[src/rtl/boot_rom_arbiter.sv]
// Round-robin arbiter sharing the single-ported boot ROM among NumPorts requesters.
// An in-order ID FIFO steers every ROM response back to the port that issued it.
module boot_rom_arbiter #(
    parameter int unsigned NumPorts       = 2,
    parameter int unsigned MaxOutstanding = 2,
    parameter int unsigned AddrWidth      = 64,
    parameter int unsigned DataWidth      = 64
) (
    input  logic                               clk_i,
    input  logic                               rst_ni,
    input  logic [NumPorts-1:0]                req_i,
    input  logic [NumPorts-1:0][AddrWidth-1:0] addr_i,
    output logic [NumPorts-1:0]                gnt_o,
    output logic [NumPorts-1:0]                rvalid_o,
    output logic [DataWidth-1:0]               rdata_o,
    output logic                               rom_req_o,
    output logic [AddrWidth-1:0]               rom_addr_o,
    input  logic                               rom_gnt_i,
    input  logic                               rom_rvalid_i,
    input  logic [DataWidth-1:0]               rom_rdata_i,
    output logic                               err_o
);

    localparam int unsigned IdW  = (NumPorts > 1) ? $clog2(NumPorts) : 1;
    localparam int unsigned PtrW = (MaxOutstanding > 1) ? $clog2(MaxOutstanding) : 1;
    localparam int unsigned CntW = $clog2(MaxOutstanding + 1);

    typedef logic [IdW-1:0]  id_t;
    typedef logic [PtrW-1:0] ptr_t;
    typedef logic [CntW-1:0] cnt_t;

    id_t  rr_ptr_q, rr_ptr_d;
    ptr_t rd_ptr_q, rd_ptr_d;
    ptr_t wr_ptr_q, wr_ptr_d;
    cnt_t count_q, count_d;
    logic err_q, err_d;
    id_t  id_mem_q [MaxOutstanding];

    logic win_valid;
    id_t  win_id;
    id_t  cand;
    logic fifo_empty;
    logic fifo_full;
    logic accept;
    logic push;
    logic pop;

    function automatic id_t next_id(input id_t id);
        return (32'(id) == NumPorts - 1) ? id_t'(0) : id + id_t'(1);
    endfunction

    function automatic ptr_t next_ptr(input ptr_t p);
        return (32'(p) == MaxOutstanding - 1) ? ptr_t'(0) : p + ptr_t'(1);
    endfunction

    // First requester at or above rr_ptr, wrapping; a denied winner keeps its priority.
    always_comb begin
        win_valid = 1'b0;
        win_id    = '0;
        cand      = '0;
        for (int unsigned i = 0; i < NumPorts; i++) begin
            cand = id_t'((32'(rr_ptr_q) + i) % NumPorts);
            if (!win_valid && req_i[cand]) begin
                win_valid = 1'b1;
                win_id    = cand;
            end
        end
    end

    assign fifo_empty = (count_q == '0);
    assign fifo_full  = (count_q == cnt_t'(MaxOutstanding));
    // A response in this cycle frees the head slot before the new ID lands.
    assign accept     = !fifo_full || rom_rvalid_i;
    assign rom_req_o  = accept && win_valid;
    assign push       = rom_req_o && rom_gnt_i;
    assign pop        = rom_rvalid_i && !fifo_empty;
    assign err_o      = err_q;

    always_comb begin
        gnt_o      = '0;
        rvalid_o   = '0;
        rdata_o    = '0;
        rom_addr_o = '0;
        if (win_valid) begin
            rom_addr_o = addr_i[win_id];
        end
        if (push) begin
            gnt_o[win_id] = 1'b1;
        end
        // Responses with nobody waiting are dropped so ROM garbage never reaches the bus.
        if (pop) begin
            rvalid_o[id_mem_q[rd_ptr_q]] = 1'b1;
            rdata_o                      = rom_rdata_i;
        end
    end

    always_comb begin
        rr_ptr_d = rr_ptr_q;
        rd_ptr_d = rd_ptr_q;
        wr_ptr_d = wr_ptr_q;
        count_d  = count_q;
        err_d    = err_q;
        if (push) begin
            rr_ptr_d = next_id(win_id);
            wr_ptr_d = next_ptr(wr_ptr_q);
        end
        if (pop) begin
            rd_ptr_d = next_ptr(rd_ptr_q);
        end
        if (push && !pop) begin
            count_d = count_q + cnt_t'(1);
        end else if (pop && !push) begin
            count_d = count_q - cnt_t'(1);
        end
        if (rom_rvalid_i && fifo_empty) begin
            err_d = 1'b1;
        end
    end

    always_ff @(posedge clk_i or negedge rst_ni) begin
        if (!rst_ni) begin
            rr_ptr_q <= '0;
            rd_ptr_q <= '0;
            wr_ptr_q <= '0;
            count_q  <= '0;
            err_q    <= 1'b0;
        end else begin
            rr_ptr_q <= rr_ptr_d;
            rd_ptr_q <= rd_ptr_d;
            wr_ptr_q <= wr_ptr_d;
            count_q  <= count_d;
            err_q    <= err_d;
        end
    end

    // ID storage needs no reset: entries are only read between push and pop.
    always_ff @(posedge clk_i) begin
        if (push) begin
            id_mem_q[wr_ptr_q] <= win_id;
        end
    end

endmodule
[config.mk]
export PLATFORM = sky130hd
export DESIGN_NAME = boot_rom_arbiter
export DESIGN_NICKNAME = d
export VERILOG_FILES = /design/src/rtl/boot_rom_arbiter.sv
export SDC_FILE = /design/constraint.sdc
export NUM_CORES = 1
export LEC_CHECK = 0
export CORE_AREA = 2 2 128 130
export CTS_BUF_LIST = sky130_fd_sc_hd__clkbuf_8 sky130_fd_sc_hd__clkbuf_16
export CTS_CLUSTER_DIAMETER = 30
export DETAILED_ROUTE_END_ITERATION = 12
export DIE_AREA = 0 0 130 132
export PLACE_DENSITY_LB_ADDON = 0.05
export SYNTH_ARGS = -nofsm -noshare
export SYNTH_HDL_FRONTEND = slang
export SYNTH_SLANG_ARGS = --single-unit
[constraint.sdc]
create_clock -name clk_i -period 2 [get_ports clk_i]
set_clock_uncertainty 0.15 [all_clocks]
set_input_delay 0.2 -clock clk_i [delete_from_list [all_inputs] [get_ports clk_i]]
set_output_delay 0.2 -clock clk_i [all_outputs]
set_load 0.02 [all_outputs]
; ---- Yosys cells after proc, flatten, opt, wreduce, memory -nomap -nowiden
; Memory sizes are Yosys's and may differ from the RTL's.
; Cells that the tools add are included.
[word_totals]
memories = 1
ramBits = 2
elab_cells = 61
latch_bits = 0
register_bits = 6
out_inout_bits = 134
romBits = 0
inputBits = 198
[memory_table]
columns = memory, words, width, read_ports, rd_clocked_by_memory_dff, wr, line_no
row1 = id_mem_q, 2, 1, 1, 0, 1, 37  ; id_t id_mem_q [MaxOutstanding];
[classes]
shift = 0
n_mux = 25
reduce_logical = 17
n_mul = 0
magnitude_cmp = 6
bitwise = 0
eq_ne = 1
n_addsub = 6
n_div = 0
[op_table]
columns = operator, count
row1 = $mux W64, 4
row2 = $mux W1, 15
row3 = $logic_and A1 B1 Y1, 9
row4 = $lt A1 B2 Y1 const B, 4
row5 = $mux W2, 4
row6 = $logic_not A1 Y1, 5
row7 = $add A1 B1 Y1 const B, 4
row8 = $add A2 B1 Y2 const B, 1
row9 = $demux W1 S1, 2
row10 = $eq A2 B2 Y1 const B, 1
row11 = $ge A1 B1 Y1 const B, 2
row12 = $logic_not A2 Y1, 1
row13 = $reduce_bool A2 Y1, 1
row14 = $sub A2 B1 Y2 const B, 1
row15 = $logic_or A1 B1 Y1, 1

; ---- Logic depth before layout (Yosys ltp)
[depth]
ltp_word = 12
ltp_mapped = 8
mapped_depth_nobuf = 7

; ---- Worst setup path after synthesis
; OpenSTA, ideal clock, no wires.
[synth_path]
path_type = register to output
from = register rr_ptr_q
to = output port rom_addr_o[10]
required_time_ns = 1.650
arrival_ns = 1.362
path_stages_with_launch = 5
path_slack_ns = 0.288
path_cell_list = dfrtp_1 o21ai_2 buf_4 buf_4 mux2i_1
[synth_between]
elab_chain_len = 9
word_cells_on_any_way = 14
classes_between = add/sub (1) / mux (11) / reduce/logical (2)
[synth_rtl]
columns = item, line_no
row1 = from (decl), 32  ; id_t rr_ptr_q, rr_ptr_d;
row2 = from (signal assigned), 128  ; rr_ptr_q <= rr_ptr_d;
row3 = $mux W1 (implied by the code) (2 in series), 63  ; if (!win_valid && req_i[cand]) begin
row4 = $mux W1, 63
row5 = $logic_not A1 Y1, 63
row6 = $logic_and A1 B1 Y1, 63
row7 = $mux W1, 63
row8 = $mux W64 (implied by the code) (2 in series), 85  ; rom_addr_o = addr_i[win_id];
row9 = $mux W64 (*), 84  ; if (win_valid) begin
row10 = to (decl), 17  ; output logic [AddrWidth-1:0] rom_addr_o,
; Mark *: on every way between the ends. The rest lies on a longest branch, timed or not. The select of a mux whose other input is x is not followed.

; ---- Worst setup path after layout
[layout_path]
from = input port rom_rvalid_i
to = output port rdata_o[34]
[layout_between]
elab_chain_len = 2
[layout_rtl]
columns = item, line_no
row1 = from (decl), 19  ; input logic rom_rvalid_i,
row2 = $logic_and A1 B1 Y1, 76  ; assign pop = rom_rvalid_i && !fifo_empty;
row3 = $mux W64, 91  ; if (pop) begin
row4 = to (decl), 15  ; output logic [DataWidth-1:0] rdata_o,
; No other way between the ends.

==> results by group <==
Placement
  • Instance area after placement: 0.00570 mm²
  • Placer Congestion: 0.700
  • Post-DP HPWL: 9630 µm
  • Placed instance count: 856
  • Port bufs: 331
  • Setup Slack @ Placement: -394 ps

Synthesis
  • Synth cell types: 22
  • Syn Area/Cell: 6.47 µm²
  • Mapped Area: 0.00202 mm²
  • Mapped Cells: 312
  • Yosys warnings: 0
  • Post-synthesis sequential area ratio: 10.4%
  • Post-synthesis sequential element count: 8
  • Syn nets: 511

STA
  • Final hold violations: 0
  • RSZ-0062 raised after global routing: true
  • Slew Limit Fails: 0
  • Max Freq: 0.507 GHz
  • Worst slew margin: 79.8%
  • Tcrit/Tclk final: 98.5%
  • Final setup vio count: 0
  • Fin crit period: 1970 ps
  • Worst Tran Pin Value: 301 ps
  • Final worst setup slack: 29.0 ps

Route
  • Via count: 3,151
  • WL/cell: 13.4 µm
  • Initial DRC count: 25
  • Post-route ant nets: 0
  • DRC Markers: 0
  • Vias per cell: 3.62
  • Pre-antenna DRT Iters: 4
  • Drt total wl: 11,700 µm

Floorplanning
  • Die Wd: 130 µm
  • Num ports: 332
  • Starting density of the core: 12.8%
  • Site row count: 46
  • Die H: 132 µm
  • Die Area: 0.0172 mm²
  • Core Area: 0.0157 mm²

Global routing
  • Largest net degree at the start of global routing: 50
  • GR Overflow Total: 0
  • First-pass GRT wire length: 16,500 µm
  • Total GRT Usage: 12.2%
  • Vias in the first global route: 2,997
  • Initial antenna violation count: 0

Finish
  • Finished Core Util: 36.4%
  • Area delta synth->final: 184%
  • Filler instances: 1,666
  • Layout cells sized above 1: 21.3%
  • Final Cell Area: 0.00572 mm²
  • Commonest non-fill, non-tap cell in the layout: clkdlybuf4s50_1
  • Post-Layout Cell Count: 870
  • Final-stage net count: 854
  • Antenna diode count: 0
  • Most frequent cells in the layout: 197 x clkdlybuf4s50_1, 67 x inv_1, 66 x and2_1

Setup path
  • Crit path max fanout: 32
  • Crit path cell chain: clkdlybuf4s50_1 > nor2b_4 > buf_12 > and2_1 > dlygate4sd2_1
  • Critical path arrival: 1620 ps
  • CP peak stage delay: 490 ps
  • CP Class: in2out
  • WP data required: 1650 ps
  • CP Capture Type: output pin
  • CP Launch Type: input pin
  • Slowest cell on crit path: clkdlybuf4s50_1

Outcome
  • Outcome: finished, final reports clean

Clock network
  • Reg clk slew, reported paths: 40 ps
  • CTS Root Buffer Type: clkbuf_16
  • CTS tree: built
  • Worst-Skew Late Latency: 230 ps
  • Cts bufs inserted: 3
  • Clock Tree Buf Depth: 2
  • Htree depth: 1
  • Sink Count: 8

Pwr
  • Leak pwr: 2.92 nW
  • Maximum vdd drop: 0.000256 V
  • Pwr dens: 551 mW/mm²

Min path
  • Min-Delay Path Class: in2async

Flow run
  • Max-cap violations: 0
==> cells by family (layout without fill, tap and decap cells) <==
logic type                 count (synthesis)  after routing  share of synthesized area [%]
AOI/OAI and AO/OA                          3              3                           1.05
xor gates and xnor gates                   5              5                           2.17
adders and majority gates                  1              1                          0.620
buffers and inverters                     88            430                           17.7
DFF                                        8              8                           10.4
muxes                                     66             66                           32.8
and+or+nand+nor                          141            141                           35.2
==> per-layer routing <==
| layer | up-vias | routed length, µm | track usage, % |
|---|---|---|---|
| met5 | - | 0 | 0 |
| met4 | 0 | 40 | 1.61 |
| met3 | 4 | 1210 | 3.94 |
| met2 | 183 | 6660 | 25.8 |
| met1 | 1353 | 3770 | 11.2 |
| li1 | 1611 | - | - |
==> worst max-delay path: cells and delay by family <==
family / cells / cell delay [ps]
simple gates: 2 / 380
buf+inv: 3 / 1030
==> power by group <==
part           internal, W  switching (W)
sequential        0.000231      0.0000447
combinational      0.00132        0.00121
clock             0.000261      0.0000814
total              0.00181        0.00134
==> synth_stat cells <==
library cell	instances	area (µm²)
nor2b_1	2	12.5
nor2_1	6	22.5
o21ai_2	1	8.76
nor3_1	2	10.0
and2_1	66	413
buf_6	1	11.3
a21o_1	1	7.51
buf_4	2	15.0
clkbuf_1	8	30.0
nand2_1	64	240
dfrtp_1	6	150
buf_2	10	50.1
mux2_2	1	11.3
xnor2_1	2	17.5
o21ai_0	1	5.00
inv_1	66	248
xor2_1	3	26.3
inv_2	1	3.75
edfxtp_1	2	60.1
ha_1	1	12.5
mux2i_1	65	651
nor3b_2	1	12.5
==> sequential cells by signal, indices dropped and copies added, names as in the netlist <==
register	cells
count_q	2
id_mem_q	2
err_o	1
rd_ptr_q	1
rr_ptr_q	1
wr_ptr_q	1
==> repair_timing <==
action                                  CTS  global route
gates cloned                              2             3
buffers inserted                          6             0
pin swaps                                 1             1
endpoints found under the setup margin  133            96
hold buffers                              0             0
gates resized for setup                 405            39
==> through the flow <==
| step | setup TNS [ps] | total power (W) | hold WS, ps |
|---|---|---|---|
| global placement | -33830 | 0.00292 | 301 |
| detailed placement | -35870 | 0.00292 | 315 |
| finish | 0 | 0.00315 | 71.0 |
| global route | -1340 | 0.00337 | 103 |
| CTS | -84.4 | 0.00314 | 81.4 |
| floorplan | 0 | 0.00149 | -246 |
==> final cells by class <==
| type | instances | area [µm²] | area share (%) |
|---|---|---|---|
| Inverter | 67 | 251 | 4.40 |
| Timing Repair Buffer | 359 | 3440 | 60.0 |
| Sequential cell | 8 | 210 | 3.67 |
| Tap cell | 216 | 270 | 4.72 |
| Clock buffer | 3 | 75.1 | 1.31 |
| Multi-Input combinational cell | 216 | 1480 | 25.8 |
| Clock inverter | 1 | 3.75 | 0.0656 |
==> path summary, 6_finish.rpt <==
check                        startpoint     endpoint  slack (ps)  cells after the start
setup / recovery           rom_rvalid_i  rdata_o[34]          30                      5
hold / removal                   rst_ni     rd_ptr_q          70                      1
setup reg to reg             count_q[0]   count_q[1]         220                      8
hold reg to reg                   err_o        err_o         320                      1
max in group asynchronous        rst_ni   count_q[1]        1400                      1
min in group clk_i                err_o        err_o         320                      1
No activity file was read; power rests on OpenSTA's default activity.
